**src/rtl/serial_frame_rx.sv**
```systemverilog
// Serial frame receiver: start bit, DATA_W data bits, optional even parity, stop bit.
// Good words are held in a 1-deep valid/ready buffer; parity, framing and overrun errors are flagged.
module serial_frame_rx #(
  parameter int DATA_W    = 8,
  parameter bit LSB_FIRST = 1'b1,
  parameter bit PARITY_EN = 1'b1
) (
  input  logic              i_clk,
  input  logic              i_rstn,
  input  logic              i_serial,
  input  logic              i_bit_en,
  input  logic              i_ready,
  input  logic              i_clr_err,
  output logic [DATA_W-1:0] o_data,
  output logic              o_valid,
  output logic              o_parity_err,
  output logic              o_frame_err,
  output logic              o_overrun,
  output logic              o_busy
);

  localparam int CNT_W = (DATA_W > 1) ? $clog2(DATA_W) : 1;

  typedef enum logic [1:0] {IDLE, DATA, PARITY, STOP} state_t;

  state_t              state_q, state_d;
  logic [CNT_W-1:0]    cnt_q, cnt_d;
  logic [DATA_W-1:0]   shift_q, shift_d;
  logic                par_q, par_d;
  logic [DATA_W-1:0]   data_q, data_d;
  logic                valid_q, valid_d;
  logic                perr_q, perr_d;
  logic                ferr_q, ferr_d;
  logic                ovr_q, ovr_d;
  logic                last_bit;
  logic                commit;
  logic                perr_new;

  assign last_bit = (cnt_q == CNT_W'(DATA_W - 1));
  assign perr_new = PARITY_EN ? ((^shift_q) ^ par_q) : 1'b0;

  always_ff @(posedge i_clk) begin
    if (!i_rstn) begin
      state_q <= IDLE;
      cnt_q   <= '0;
      shift_q <= '0;
      par_q   <= 1'b0;
      data_q  <= '0;
      valid_q <= 1'b0;
      perr_q  <= 1'b0;
      ferr_q  <= 1'b0;
      ovr_q   <= 1'b0;
    end else begin
      state_q <= state_d;
      cnt_q   <= cnt_d;
      shift_q <= shift_d;
      par_q   <= par_d;
      data_q  <= data_d;
      valid_q <= valid_d;
      perr_q  <= perr_d;
      ferr_q  <= ferr_d;
      ovr_q   <= ovr_d;
    end
  end

  always_comb begin
    state_d = state_q;
    if (i_bit_en) begin
      case (state_q)
        IDLE:    if (!i_serial) state_d = DATA;
        DATA:    if (last_bit) state_d = PARITY_EN ? PARITY : STOP;
        PARITY:  state_d = STOP;
        STOP:    state_d = IDLE;
        default: state_d = IDLE;
      endcase
    end
  end

  // Shift path, stop-bit check and output buffer update.
  always_comb begin
    cnt_d   = cnt_q;
    shift_d = shift_q;
    par_d   = par_q;
    ferr_d  = 1'b0;
    commit  = 1'b0;
    if (i_bit_en) begin
      case (state_q)
        IDLE: cnt_d = '0;
        DATA: begin
          cnt_d = cnt_q + 1'b1;
          if (LSB_FIRST)
            shift_d = (shift_q >> 1) | (DATA_W'(i_serial) << (DATA_W - 1));
          else
            shift_d = (shift_q << 1) | DATA_W'(i_serial);
        end
        PARITY: par_d = i_serial;
        STOP: begin
          if (i_serial) commit = 1'b1;
          else          ferr_d = 1'b1;
        end
        default: ;
      endcase
    end

    valid_d = valid_q;
    data_d  = data_q;
    perr_d  = perr_q;
    ovr_d   = ovr_q & ~i_clr_err;
    if (commit && (!valid_q || i_ready)) begin
      valid_d = 1'b1;
      data_d  = shift_q;
      perr_d  = perr_new;
    end else if (commit) begin
      ovr_d = 1'b1;
    end else if (valid_q && i_ready) begin
      valid_d = 1'b0;
    end
  end

  always_comb begin
    o_data       = data_q;
    o_valid      = valid_q;
    o_parity_err = perr_q;
    o_frame_err  = ferr_q;
    o_overrun    = ovr_q;
    o_busy       = (state_q != IDLE);
  end

endmodule

```
**config.mk**
```make
export PLATFORM = sky130hd
export DESIGN_NAME = serial_frame_rx
export DESIGN_NICKNAME = d
export VERILOG_FILES = /design/src/rtl/serial_frame_rx.sv
export SDC_FILE = /design/constraint.sdc
export NUM_CORES = 1
export LEC_CHECK = 0
export BUFFER_PORTS_ARGS = -buffer_cell sky130_fd_sc_hd__clkbuf_2
export CAP_MARGIN = 20
export CORE_UTILIZATION = 52
export CTS_BUF_LIST = sky130_fd_sc_hd__clkbuf_2
export DETAILED_ROUTE_END_ITERATION = 8
export PLACE_DENSITY = 0.77
export SLEW_MARGIN = 20
export SYNTH_ARGS = -nofsm -noshare
export SYNTH_HDL_FRONTEND = slang
export SYNTH_SLANG_ARGS = --single-unit
```
**constraint.sdc**
```tcl
create_clock -name i_clk -period 1.2 [get_ports i_clk]
set_input_delay 0.24 -clock i_clk [delete_from_list [all_inputs] [get_ports i_clk]]
set_output_delay 0.24 -clock i_clk [all_outputs]
set_load 0.03 [all_outputs]
```
After elaboration in Yosys (flattened, before gate mapping)

Index checks and enable logic that the tools add are counted.

Register bits: 26
Bits in latches: 0
Memory bits (writable): 0
ROM bits: 0
Bits of input ports: 6
Output and inout bits: 13
Logic and storage cells: 49
Memories: 0

$add $sub $neg: 1
$mul: 0
Div/mod/pow operators: 0
Order comparisons: 0
Equal/unequal tests: 7
Shift operators: 0
Multiplexer cells: 13
Bitwise gates (word level): 4
Reduce and logical (&&, ||, !) cells: 15

Operator list:

| cell                | number |
|---|---|
| $mux 1              | 9 |
| $or 7x8->8          | 1 |
| $pmux 2 s4          | 1 |
| $reduce_and 2->1    | 4 |
| $reduce_xor 8->1    | 1 |
| $pmux 3 s2          | 1 |
| $reduce_and 3->1    | 2 |
| $reduce_bool 2->1   | 3 |
| $eq 2x2->1 const B  | 2 |
| $mux 2              | 2 |
| $ne 2x2->1 const B  | 2 |
| $add 3x1->3 const B | 1 |
| $eq 3x3->1 const B  | 1 |
| $eq 2x1->1 const B  | 1 |
| $logic_and 1x1->1   | 2 |
| $logic_not 2->1     | 1 |
| $ne 2x1->1 const B  | 1 |
| $and 1x1->1         | 1 |
| $logic_not 1->1     | 1 |
| $logic_or 1x1->1    | 1 |
| $not 1->1           | 1 |
| $xor 1x1->1         | 1 |

Depth between registers and ports, before layout

Gate-level depths: netlist (run 1).

Word-level depth: 6
Depth in mapped cells: 6
Mapped depth without buffers: 6

Least setup slack after synthesis (run 1)

No wires, ideal clock.

Path type: reg2reg
Start point: reg state_q[1]
End point: reg perr_q, in the netlist o_parity_err
Library setup time: 0.126 ns
Arrival time: 1.128 ns
Required time: 1.074 ns
Setup slack: -0.055 ns
Stages on the path, launching flop included: 7
Buffers on the path: 1
Period minus slack after synthesis: 1.255 ns
Path through: dfxtp_1 > ha_1 > and3_1 > and2_1 > buf_4 > nand4b_1 > o211ai_1

Longest elaborated chain between the ends: 4

RTL lines:

| element                | line | source |
|---|---|---|
| from (decl)            | 26   | `state_t state_q, state_d;` |
| from (signal assigned) | 54   | `state_q <= state_d;` |
| $eq 2x2->1             | 87   | `case (state_q)` |
| $mux 1                 | 87   |  |
| $mux 1                 | 86   | `if (i_bit_en) begin` |
| $logic_and 1x1->1      | 109  | `if (commit && (!valid_q \|\| i_ready)) begin` |
| to (signal assigned)   | 60   | `perr_q <= perr_d;` |
| to (decl)              | 32   | `logic perr_q, perr_d;` |

No other way between the ends.
A chain may end at the register's enable or synchronous reset.

Worst setup path after layout (run 1)

Same ends and word-level chain as after synthesis.

==> insert_results.sql, run 1 <==
INSERT INTO impl_metrics (metric_group, metric, value, unit) VALUES
('placed_design', 'placement.cell_area', '0.00145', 'mm²'),
('setup_path', 'path_class', 'reg2reg', ''),
('clock_tree', 'cts_tree', 'built', ''),
('placed_design', 'finalWeightedCongestion', '0.780', ''),
('yosys', 'yosys_warnings', '0', ''),
('die', 'core-area', '0.00206', 'mm²'),
('power', 'vdd_drop_max', '0.810', 'mV'),
('job', 'cap_violations', '0', ''),
('power', 'totalPowerFinal', '1.68', 'mW'),
('finish', 'layout.nets', '197', ''),
('setup_path', 'crit_path_top_delay_cell', 'sky130_fd_sc_hd__dfxtp_2', ''),
('sta', 'rsz_0062_raised_after_global_routing', 'true', ''),
('power', 'power.density', '880', 'mW/mm²'),
('finish', 'post-route-cell-area', '0.00191', 'mm²'),
('setup_path', 'cp_cell_sequence', 'buf_4 > ha_2 > and3_4 > and2_4 > buf_4 > nand3_1 > o211ai_1', ''),
('placed_design', 'hpwl', '1820', 'µm'),
('drt', 'route.detailed.drc', '0', ''),
('power', 'leakage', '0.747', 'nW'),
('global_routing', 'globalRouteTotalUtil', '27.3', '%'),
('sta', 'worstMarginPinSlew', '0.453', 'ns'),
('sta', 'timing.final.crit_share', '127', '%'),
('setup_path', 'worst_ep_arrival_time', '1.81', 'ns'),
('outcome', 'run_status', 'finished, violations left', ''),
('setup_path', 'worst-path-buf-inv', '2', ''),
('drt', 'vias', '1215', ''),
('outcome', 'violations', 'setup timing', ''),
('die', 'starting_density_of_the_core', '57.7', '%'),
('yosys', 'synth_area_leader_cell', 'sky130_fd_sc_hd__dfxtp_1', ''),
('yosys', 'synth_sequential_area_ratio', '43.7', '%'),
('sta', 'setup_violations', '23', ''),
('setup_path', 'timing.critical_path.from_type', 'flip-flop', ''),
('yosys', 'ys_seq_elements', '26', ''),
('global_routing', 'global_route_wire_length_before_repair', '5050', 'µm'),
('clock_tree', 'cts.sink_count', '26', ''),
('yosys', 'syn_nets', '148', ''),
('drt', 'routedWlPerCell', '20.2', 'µm'),
('die', 'placement_rows', '16', ''),
('yosys', 'synth.avg_cell_area', '8.81', 'µm²'),
('die', 'die-area', '0.00248', 'mm²'),
('setup_path', 'critical_path.max_stage_delay', '0.42', 'ns'),
('worst_hold_path', 'hold_path.class', 'in2reg', ''),
('sta', 'max_freq', '655', 'MHz'),
('sta', 'timing.final.max_slew_violations', '0', ''),
('finish', 'layout-drive-gt1-share', '57.9', '%'),
('die', 'boundaryPins', '19', ''),
('clock_tree', 'holdBufCountCts', '0', ''),
('sta', 'finalWorstSetupSlack', '-0.328', 'ns'),
('sta', 'skew', '0.0105', 'ns'),
('yosys', 'synth.lib_cells_used.distinct', '26', ''),
('drt', 'drt_iter0_drc', '44', ''),
('drt', 'final_antenna_violating_net_count', '0', ''),
('placed_design', 'port-buffer-count', '18', ''),
('yosys', 'syn_std_cell_area', '0.00119', 'mm²'),
('sta', 'finalHoldViolations', '0', ''),
('die', 'floorplan.die.width', '49.8', 'µm'),
('clock_tree', 'tritoncts.num_buffers', '3', ''),
('sta', 'finalCriticalPeriod', '1.53', 'ns'),
('drt', 'vias_per_cell', '5.79', ''),
('sta', 'final.setup.tns', '-4.59', 'ns'),
('clock_tree', 'clock_path_buffers', '2', ''),
('sta', 'hold_slack', '0.176', 'ns'),
('clock_tree', 'cts_max_level', '1', ''),
('yosys', 'synth_largest_type_area_fraction', '43.7', '%'),
('drt', 'route.final.wire_length', '4240', 'µm'),
('finish', 'synthToLayoutAreaGrowth', '60.9', '%'),
('setup_path', 'crit_path_max_fanout', '3', ''),
('yosys', 'postSynthCellCount', '135', ''),
('drt', 'first_pass_iters', '4', ''),
('setup_path', 'required', '1.48', 'ns'),
('finish', 'num_antenna_cells', '0', ''),
('finish', 'utilization', '92.8', '%');
flip-flops by register name, summed over array words and instances, names as in the netlist:
name	count
o_overrun	1
cnt_q	3
par_q	1
o_frame_err	1
state_q	2
o_parity_err	1
o_data	8
o_valid	1
shift_q	8
layout by cell type (no fill, tap or decap), types with 3 or more instances in the layout:
cell type	netlist	final
sky130_fd_sc_hd__nand2_1	31	22
sky130_fd_sc_hd__buf_4	1	21
sky130_fd_sc_hd__a21boi_1	0	15
sky130_fd_sc_hd__dfxtp_1	26	14
sky130_fd_sc_hd__dfxtp_2	0	12
sky130_fd_sc_hd__buf_6	0	12
sky130_fd_sc_hd__nand3_2	0	10
sky130_fd_sc_hd__clkbuf_2	0	10
sky130_fd_sc_hd__nand2_2	0	6
sky130_fd_sc_hd__ha_4	0	6
sky130_fd_sc_hd__a21boi_2	0	4
sky130_fd_sc_hd__clkbuf_4	0	4
sky130_fd_sc_hd__buf_2	1	4
sky130_fd_sc_hd__nor2b_1	3	3
sky130_fd_sc_hd__nand3_1	15	3
sky130_fd_sc_hd__xnor2_1	3	3
area by class of cell:
type	count	area (µm²)	area share, %
Inverter	5	21.3	1.11
Clock buffer	3	15.0	0.784
Tap cell	27	33.8	1.76
Timing Repair Buffer	50	413	21.6
Multi-Input combinational cell	98	892	46.6
Sequential cell	26	536	28.0
Clock inverter	1	3.75	0.196
logic make-up after synthesis:
family | Yosys count | synth area share (%)
muxes | 1 | 0.841
xor gates and xnor gates | 6 | 5.57
AOI/OAI and AO/OA | 24 | 14.8
buffers and inverters | 12 | 4.21
adders and majority gates | 7 | 7.36
DFF | 26 | 43.7
and+or+nand+nor | 59 | 23.4
synth_stat cells (all sizes together):
cell type,number
o22ai,1
o211ai,1
xnor3,1
nand2,31
nand4b,1
ha,7
nor2b,3
nand2b,3
nor3b,1
dfxtp,26
clkbuf,4
a21oi,1
and2,2
xnor2,3
mux2i,1
a21boi,20
nor3,1
and3,1
and4b,1
inv,5
xor2,2
nand3,15
a211oi,1
buf,3
stage by stage:
step	std cells	setup slack [ns]
finish	210	-0.328
global route	210	-0.360
CTS	204	-0.249
detailed placement	191	-0.168
global placement	191	-0.0682
floorplan	135	-0.00415
path summary, 6_finish.rpt:
path | from | end | slack [ns] | cells past startpoint
min | i_clr_err | o_overrun$_SDFF_PN0_ | 0.18 | 3
max | state_q[1]$_SDFFE_PN0P_ | o_parity_err$_SDFFE_PN0P_ | -0.33 | 7
min reg2reg | o_data[0]$_SDFFE_PN0P_ | o_data[0]$_SDFFE_PN0P_ | 0.48 | 2
max reg2reg | state_q[1]$_SDFFE_PN0P_ | o_parity_err$_SDFFE_PN0P_ | -0.33 | 7
power breakdown:
group / switching (mW) / internal (mW) / total (mW) / leakage [nW]
clock network: 0.264 / 0.0725 / 0.337 / 0.0140
logic: 0.227 / 0.232 / 0.459 / 0.517
registers: 0.0102 / 0.878 / 0.889 / 0.216
routing by layer:
metal / vias up / routed length (µm) / global-route usage [%]
met5: - / 0 / 0
met4: 0 / 166 / 11.0
met3: 16 / 226 / 4.32
met2: 62 / 2160 / 50.7
met1: 585 / 1690 / 30.5
li1: 552 / - / -
worst min-delay path, stage by stage:
cell	delay [ns]
sky130_fd_sc_hd__clkbuf_2	0.08
sky130_fd_sc_hd__o22ai_1	0.06
sky130_fd_sc_hd__and2_1	0.14
timing repair:
| item | 4_1_cts | 5_1_grt |
|---|---|---|
| pin swaps | 14 | 25 |
| endpoints found under the setup margin | 23 | 35 |
| endpoints found under the hold margin | 0 | 0 |
| cloned | 0 | 1 |
| gates resized for setup | 53 | 61 |
| buffers inserted | 9 | 5 |
No activity file was read; power rests on OpenSTA's default activity.
==> run 2, diff against run 1 <==
REMOVE_ABC_BUFFERS = 1   (was unset)
==> run 2 against run 1 <==
Effect of this change: the flow still finishes with violations (setup timing); sequential cell count stayed put; clock skew is 0.0060 ns lower; combinational power is 44% lower; fmax is 1.3% higher; final area is 15% lower; first-iteration DRC count is 61% lower; sequential share of layout area is 5.0 points higher; largest cell class unchanged; clock power is 75% higher.
==> insert_results.sql, run 2 (synthesis gave the netlist of run 1 again) <==
INSERT INTO impl_metrics (metric_group, metric, value, unit) VALUES
('sta', 'finalWorstSetupSlack', '-0.308', 'ns'),
('drt', 'routedWlPerCell', '15.9', 'µm'),
('setup_path', 'regToRegSetupSlack', '-0.23', 'ns'),
('global_routing', 'grt_busiest_layer', 'met2', ''),
('power', 'totalPowerFinal', '1.73', 'mW'),
('finish', 'final-instance-count-excl-fill', '201', ''),
('die', 'die_span_y', '49.8', 'µm'),
('sta', 'rsz_0062_raised_after_global_routing', 'true', ''),
('setup_path', 'worst_ep_arrival_time', '1.27', 'ns'),
('sta', 'hold_slack', '0.130', 'ns'),
('setup_path', 'crit_path_end_kind', 'primary output', ''),
('setup_path', 'cp_cell_sequence', 'buf_6 > inv_4 > ha_4 > inv_2 > buf_8', ''),
('die', 'floorplan.die.width', '49.8', 'µm'),
('global_routing', 'global_route_wire_length_before_repair', '4510', 'µm'),
('power', 'share_seq_of_total_power', '51.2', '%'),
('placed_design', 'dp_cells', '189', ''),
('global_routing', 'grt_antenna_before_repair', '0', ''),
('die', 'die-area', '0.00248', 'mm²'),
('setup_path', 'timing.critical_path.from_type', 'flip-flop', ''),
('drt', 'final_antenna_violating_net_count', '0', ''),
('finish', 'layout_common_cells', '29 x sky130_fd_sc_hd__nand2_1, 29 x sky130_fd_sc_hd__buf_4, 14 x sky130_fd_sc_hd__nand3_1, 14 x sky130_fd_sc_hd__dfxtp_2, 12 x sky130_fd_sc_hd__dfxtp_1', ''),
('setup_path', 'required', '0.96', 'ns'),
('job', 'cap_violations', '0', ''),
('finish', 'layout.nets', '188', ''),
('placed_design', 'finalWeightedCongestion', '0.766', ''),
('sta', 'setup_violations', '23', ''),
('drt', 'first_pass_iters', '4', ''),
('sta', 'timing.final.max_slew_violations', '0', ''),
('power', 'comb_power_share', '14.7', '%'),
('die', 'placement_rows', '16', ''),
('power', 'power.clock.fraction', '34.1', '%'),
('clock_tree', 'library_cell_used_as_clock_root_buffer', 'sky130_fd_sc_hd__clkbuf_2', ''),
('finish', 'layout-drive-gt1-share', '40.8', '%'),
('sta', 'timing.final.crit_share', '126', '%'),
('sta', 'finalHoldViolations', '0', ''),
('power', 'power.density', '1060', 'mW/mm²'),
('global_routing', 'grt.met3_usage', '4.94', '%'),
('power', 'p_int', '1.29', 'mW'),
('clock_tree', 'tritoncts.num_buffers', '3', ''),
('global_routing', 'grt.overflow.total', '0', ''),
('sta', 'max_freq', '663', 'MHz'),
('drt', 'vias', '1120', ''),
('outcome', 'run_status', 'finished, violations left', ''),
('placed_design', 'hpwl', '1730', 'µm'),
('setup_path', 'path_class', 'reg2out', ''),
('power', 'p_switching', '0.443', 'mW'),
('sta', 'skew', '0.00448', 'ns'),
('finish', 'synthToLayoutAreaGrowth', '37.2', '%'),
('setup_path', 'critical_path.max_stage_delay', '0.41', 'ns'),
('global_routing', 'vias_in_the_first_global_route', '1028', ''),
('global_routing', 'globalRouteTotalUtil', '24.4', '%'),
('sta', 'worstMarginPinSlew', '0.479', 'ns'),
('die', 'core-area', '0.00206', 'mm²'),
('clock_tree', 'cts.sink_count', '26', ''),
('finish', 'utilization', '79.2', '%'),
('drt', 'route.detailed.drc', '0', ''),
('clock_tree', 'cts_tree', 'built', ''),
('clock_tree', 'clkLatencyLatePin', '0.39', 'ns'),
('global_routing', 'met2_usage', '43.5', '%'),
('clock_tree', 'holdBufCountCts', '0', ''),
('placed_design', 'port-buffer-count', '18', ''),
('power', 'leakage', '0.685', 'nW'),
('global_routing', 'largest_net_degree_at_the_start_of_global_routing', '29', ''),
('drt', 'drt_iter0_drc', '17', ''),
('die', 'starting_density_of_the_core', '57.7', '%'),
('die', 'boundaryPins', '19', ''),
('global_routing', 'globalRouteMet1Util', '27.3', '%'),
('sta', 'finalCriticalPeriod', '1.51', 'ns'),
('worst_hold_path', 'hold_path.class', 'in2reg', ''),
('finish', 'post-route-cell-area', '0.00163', 'mm²'),
('outcome', 'violations', 'setup timing', ''),
('setup_path', 'crit_path_max_fanout', '2', ''),
('finish', 'num_antenna_cells', '0', ''),
('power', 'vdd_drop_max', '1.75', 'mV'),
('placed_design', 'placement.cell_area', '0.00140', 'mm²'),
('drt', 'route.final.wire_length', '3190', 'µm'),
('clock_tree', 'clk_pin_slew', '0.27', 'ns'),
('setup_path', 'crit_path_top_delay_cell', 'sky130_fd_sc_hd__dfxtp_2', ''),
('power', 'switching_share', '25.6', '%'),
('sta', 'relSlewSlack', '68.1', '%'),
('clock_tree', 'cts_max_level', '1', ''),
('clock_tree', 'clock_path_buffers', '2', ''),
('drt', 'vias_per_cell', '5.57', '');
## run 2: cell types whose count changed in the layout (fill, tap and decap cells not counted), sizes merged
cell / before / now
and2: 2 / 3
buf: 39 / 34
clkbuf: 14 / 9
bufinv: 0 / 1
clkinv: 1 / 0
## run 2: power by group through the flow
stage / Combinational [mW] / Clock (mW) / Sequential [mW]
after floorplan: 0.0937 / 0 / 0.902
after global placement: 0.182 / 0 / 0.899
after detailed placement: 0.190 / 0 / 0.900
after CTS: 0.225 / 0.556 / 0.886
after global routing: 0.278 / 0.614 / 0.888
final: 0.255 / 0.591 / 0.887
## run 2: final timing paths
kind | start | cells past startpoint | to
worst min register to register | o_data[3]$_SDFFE_PN0P_ | 2 | o_data[3]$_SDFFE_PN0P_
worst max-delay path | state_q[0]$_SDFFE_PN0P_ | 5 | o_busy
worst max register to register | shift_q[2]$_SDFFE_PN0P_ | 4 | o_parity_err$_SDFFE_PN0P_
worst min-delay path | i_clr_err | 3 | o_overrun$_SDFF_PN0_
## run 2: routing by layer
layer	wire length, µm	vias to the layer above
met5	0	-
met4	64	0
met3	104	7
met2	1570	30
met1	1460	550
li1	-	533
## run 2: through the flow
stage	setup TNS [ns]	setup slack, ns
2_1_floorplan	-0.875	-0.112
3_3_place_gp	-0.877	-0.0906
3_5_place_dp	-1.98	-0.155
4_1_cts	-1.77	-0.251
5_1_grt	-4.19	-0.343
6_report	-2.45	-0.308
## run 2: what timing repair did
action / 4_1_cts / 5_1_grt
pin swaps: 1 / 6
buffers inserted: 1 / 5
cloned: 1 / 1
resized for setup: 32 / 41
endpoints found under the setup margin: 27 / 37
## run 2: cell type report
class	count	area, µm²
flip-flops and latches	26	538
multi-input cells	99	691
inverters	5	21.3
clock inverters	1	30.0
repair buffers	40	304
clock buffers	3	15.0
fillers	137	429
well taps	27	33.8
## run 2: critical path, delay by kind of cell (launching register included)
family     cells  cell delay, ns
flops          1            0.41
buf+inv        4            0.31
fa+ha+maj      1            0.15
==> run 3, diff against run 2 <==
CORE_UTILIZATION = 55   (was 52)
PLACE_DENSITY = 0.78   (was 0.77)
clock period = 1.4 ns   (was 1.2 ns; I/O delays follow)
==> run 3 against run 2 <==
Effect of this change: the flow still finishes with violations (setup timing); sequential cell count stayed put; via count is 9.9% lower; final cell count is 7.0% lower; register-to-register slack better by 0.25 ns; clock-buffer cell count stayed put; sequential power is 14% lower.
==> insert_results.sql, run 3 (synthesis gave the netlist of run 1 again) <==
INSERT INTO impl_metrics (metric_group, metric, value, unit) VALUES
('clock_tree', 'tritoncts.num_buffers', '3', ''),
('placed_design', 'place_worst_setup_slack', '0.0160', 'ns'),
('drt', 'routedWlPerCell', '13.5', 'µm'),
('power', 'power.density', '858', 'mW/mm²'),
('power', 'vdd_drop_max', '0.704', 'mV'),
('placed_design', 'port-buffer-count', '18', ''),
('die', 'floorplan.die.width', '48.5', 'µm'),
('clock_tree', 'clk_pin_slew', '0.23', 'ns'),
('placed_design', 'finalWeightedCongestion', '0.764', ''),
('setup_path', 'crit_path_max_fanout', '3', ''),
('sta', 'timing.final.crit_share', '101', '%'),
('die', 'boundaryPins', '19', ''),
('finish', 'layout.filler_cells', '166', ''),
('finish', 'final-instance-count-excl-fill', '187', ''),
('die', 'core-area', '0.00200', 'mm²'),
('setup_path', 'crit_path_top_delay_cell', 'sky130_fd_sc_hd__dfxtp_4', ''),
('setup_path', 'path_class', 'reg2out', ''),
('sta', 'finalHoldViolations', '0', ''),
('finish', 'layout-drive-gt1-share', '28.1', '%'),
('drt', 'route.detailed.drc', '0', ''),
('finish', 'num_antenna_cells', '0', ''),
('global_routing', 'vias_in_the_first_global_route', '916', ''),
('outcome', 'violations', 'setup timing', ''),
('global_routing', 'grt.overflow.total', '0', ''),
('placed_design', 'hpwl', '1570', 'µm'),
('setup_path', 'cp_cell_sequence', 'inv_4 > ha_4 > inv_2 > buf_8', ''),
('power', 'switching_share', '27.7', '%'),
('drt', 'drt_iter0_drc', '33', ''),
('sta', 'hold_slack', '0.231', 'ns'),
('finish', 'utilization', '72.9', '%'),
('outcome', 'run_status', 'finished, violations left', ''),
('power', 'p_int', '0.906', 'mW'),
('power', 'share_seq_of_total_power', '60.9', '%'),
('drt', 'vias_per_cell', '5.40', ''),
('sta', 'relSlewSlack', '70.7', '%'),
('finish', 'layout_common_cells', '30 x sky130_fd_sc_hd__nand2_1, 23 x sky130_fd_sc_hd__dfxtp_1, 20 x sky130_fd_sc_hd__a21boi_0, 20 x sky130_fd_sc_hd__clkbuf_2, 14 x sky130_fd_sc_hd__nand3_1', ''),
('setup_path', 'r2r_cells', '6', ''),
('clock_tree', 'library_cell_used_as_clock_root_buffer', 'sky130_fd_sc_hd__clkbuf_2', ''),
('finish', 'layout.nets', '174', ''),
('power', 'power.clock.fraction', '23.4', '%'),
('power', 'comb_power_share', '15.7', '%'),
('drt', 'first_pass_iters', '4', ''),
('clock_tree', 'clkLatencyLatePin', '0.36', 'ns'),
('worst_hold_path', 'whs_path_depth', '3', ''),
('global_routing', 'globalRouteTotalUtil', '20.2', '%'),
('global_routing', 'grt_antenna_before_repair', '0', ''),
('global_routing', 'global_route_wire_length_before_repair', '3800', 'µm'),
('die', 'placement_rows', '16', ''),
('clock_tree', 'cts_max_level', '1', ''),
('setup_path', 'crit_path_end_kind', 'primary output', ''),
('setup_path', 'required', '1.12', 'ns'),
('finish', 'final_common_cell', 'sky130_fd_sc_hd__nand2_1', ''),
('sta', 'finalWorstSetupSlack', '-0.0108', 'ns'),
('power', 'leakage', '0.585', 'nW'),
('finish', 'synthToLayoutAreaGrowth', '22.7', '%'),
('clock_tree', 'clock_path_buffers', '2', ''),
('die', 'die_span_y', '48.5', 'µm'),
('drt', 'final_antenna_violating_net_count', '0', ''),
('sta', 'worstMarginPinSlew', '0.439', 'ns'),
('setup_path', 'worst_ep_arrival_time', '1.13', 'ns'),
('sta', 'skew', '0.0252', 'ns'),
('setup_path', 'timing.critical_path.from_type', 'flip-flop', ''),
('drt', 'route.final.wire_length', '2530', 'µm'),
('sta', 'max_freq', '709', 'MHz'),
('global_routing', 'largest_net_degree_at_the_start_of_global_routing', '29', ''),
('worst_hold_path', 'hold_path.class', 'in2reg', ''),
('placed_design', 'dp_cells', '177', ''),
('sta', 'final.setup.tns', '-0.0108', 'ns'),
('sta', 'setup_violations', '1', ''),
('sta', 'finalCriticalPeriod', '1.41', 'ns'),
('die', 'die-area', '0.00235', 'mm²'),
('clock_tree', 'cts_tree', 'built', ''),
('clock_tree', 'cts.sink_count', '26', ''),
('drt', 'vias', '1009', ''),
('clock_tree', 'holdBufCountCts', '0', ''),
('setup_path', 'critical_path.max_stage_delay', '0.43', 'ns'),
('die', 'starting_density_of_the_core', '59.4', '%'),
('sta', 'timing.final.max_slew_violations', '0', ''),
('job', 'cap_violations', '0', ''),
('sta', 'rsz_0062_raised_after_global_routing', 'true', ''),
('power', 'p_switching', '0.346', 'mW');
run 3: cell count changes in the layout (fill, tap and decap cells not counted), sizes merged:
cell and delta:
buf -24, bufinv -1, clkbuf +11, clkinv +1
nand2 -1
run 3: cell type report:
type / count / area (µm²) / share of cell area (%)
clock buffers: 3 / 15.0 / 1.03
multi-input cells: 98 / 689 / 47.2
repair buffers: 27 / 168 / 11.5
well taps: 27 / 33.8 / 2.31
inverters: 5 / 23.8 / 1.63
flip-flops and latches: 26 / 527 / 36.1
clock inverters: 1 / 3.75 / 0.257
run 3: stage by stage:
stage,cell area (µm²),power (mW)
after floorplan,1160,0.854
after global placement,1310,0.903
after detailed placement,1310,0.908
after CTS,1370,1.20
after global routing,1460,1.30
final,1460,1.25
run 3: worst paths after layout:
| check | startpoint | to | slack [ns] |
|---|---|---|---|
| min | i_clr_err | o_overrun$_SDFF_PN0_ | 0.23 |
| min reg2reg | cnt_q[1]$_SDFFE_PN0P_ | cnt_q[1]$_SDFFE_PN0P_ | 0.48 |
| max | state_q[1]$_SDFFE_PN0P_ | o_busy | -0.01 |
| max reg2reg | state_q[0]$_SDFFE_PN0P_ | o_data[2]$_SDFFE_PN0P_ | 0.02 |
run 3: layer usage:
layer  vias up  global-route usage [%]  wire length [µm]
met3         7                    2.83                57
met2        22                    34.7              1230
li1        505                       -                 -
met5         -                       0                 0
met1       475                    26.1              1210
met4         0                    6.37                31
run 3: power by group through the flow:
stage / clock (mW) / sequential [mW] / combinational (mW)
6_report: 0.293 / 0.763 / 0.197
5_1_grt: 0.320 / 0.765 / 0.213
4_1_cts: 0.280 / 0.761 / 0.160
3_5_place_dp: 0 / 0.774 / 0.134
3_3_place_gp: 0 / 0.773 / 0.130
2_1_floorplan: 0 / 0.773 / 0.0804
run 3: timing repair:
| action | 4_1_cts | 5_1_grt |
|---|---|---|
| pin swaps | 0 | 3 |
| endpoints found under the setup margin | 2 | 14 |
| gates cloned | 0 | 1 |
| setup buffers | 2 | 3 |
| resized for setup | 10 | 16 |
| hold endpoints to repair | 0 | 0 |
run 3: critical path, delay by kind of cell, from the launching register on:
| family | cells | cell delay, ns |
|---|---|---|
| adders and majority gates | 1 | 0.15 |
| buffers and inverters | 3 | 0.21 |
| DFF | 1 | 0.43 |
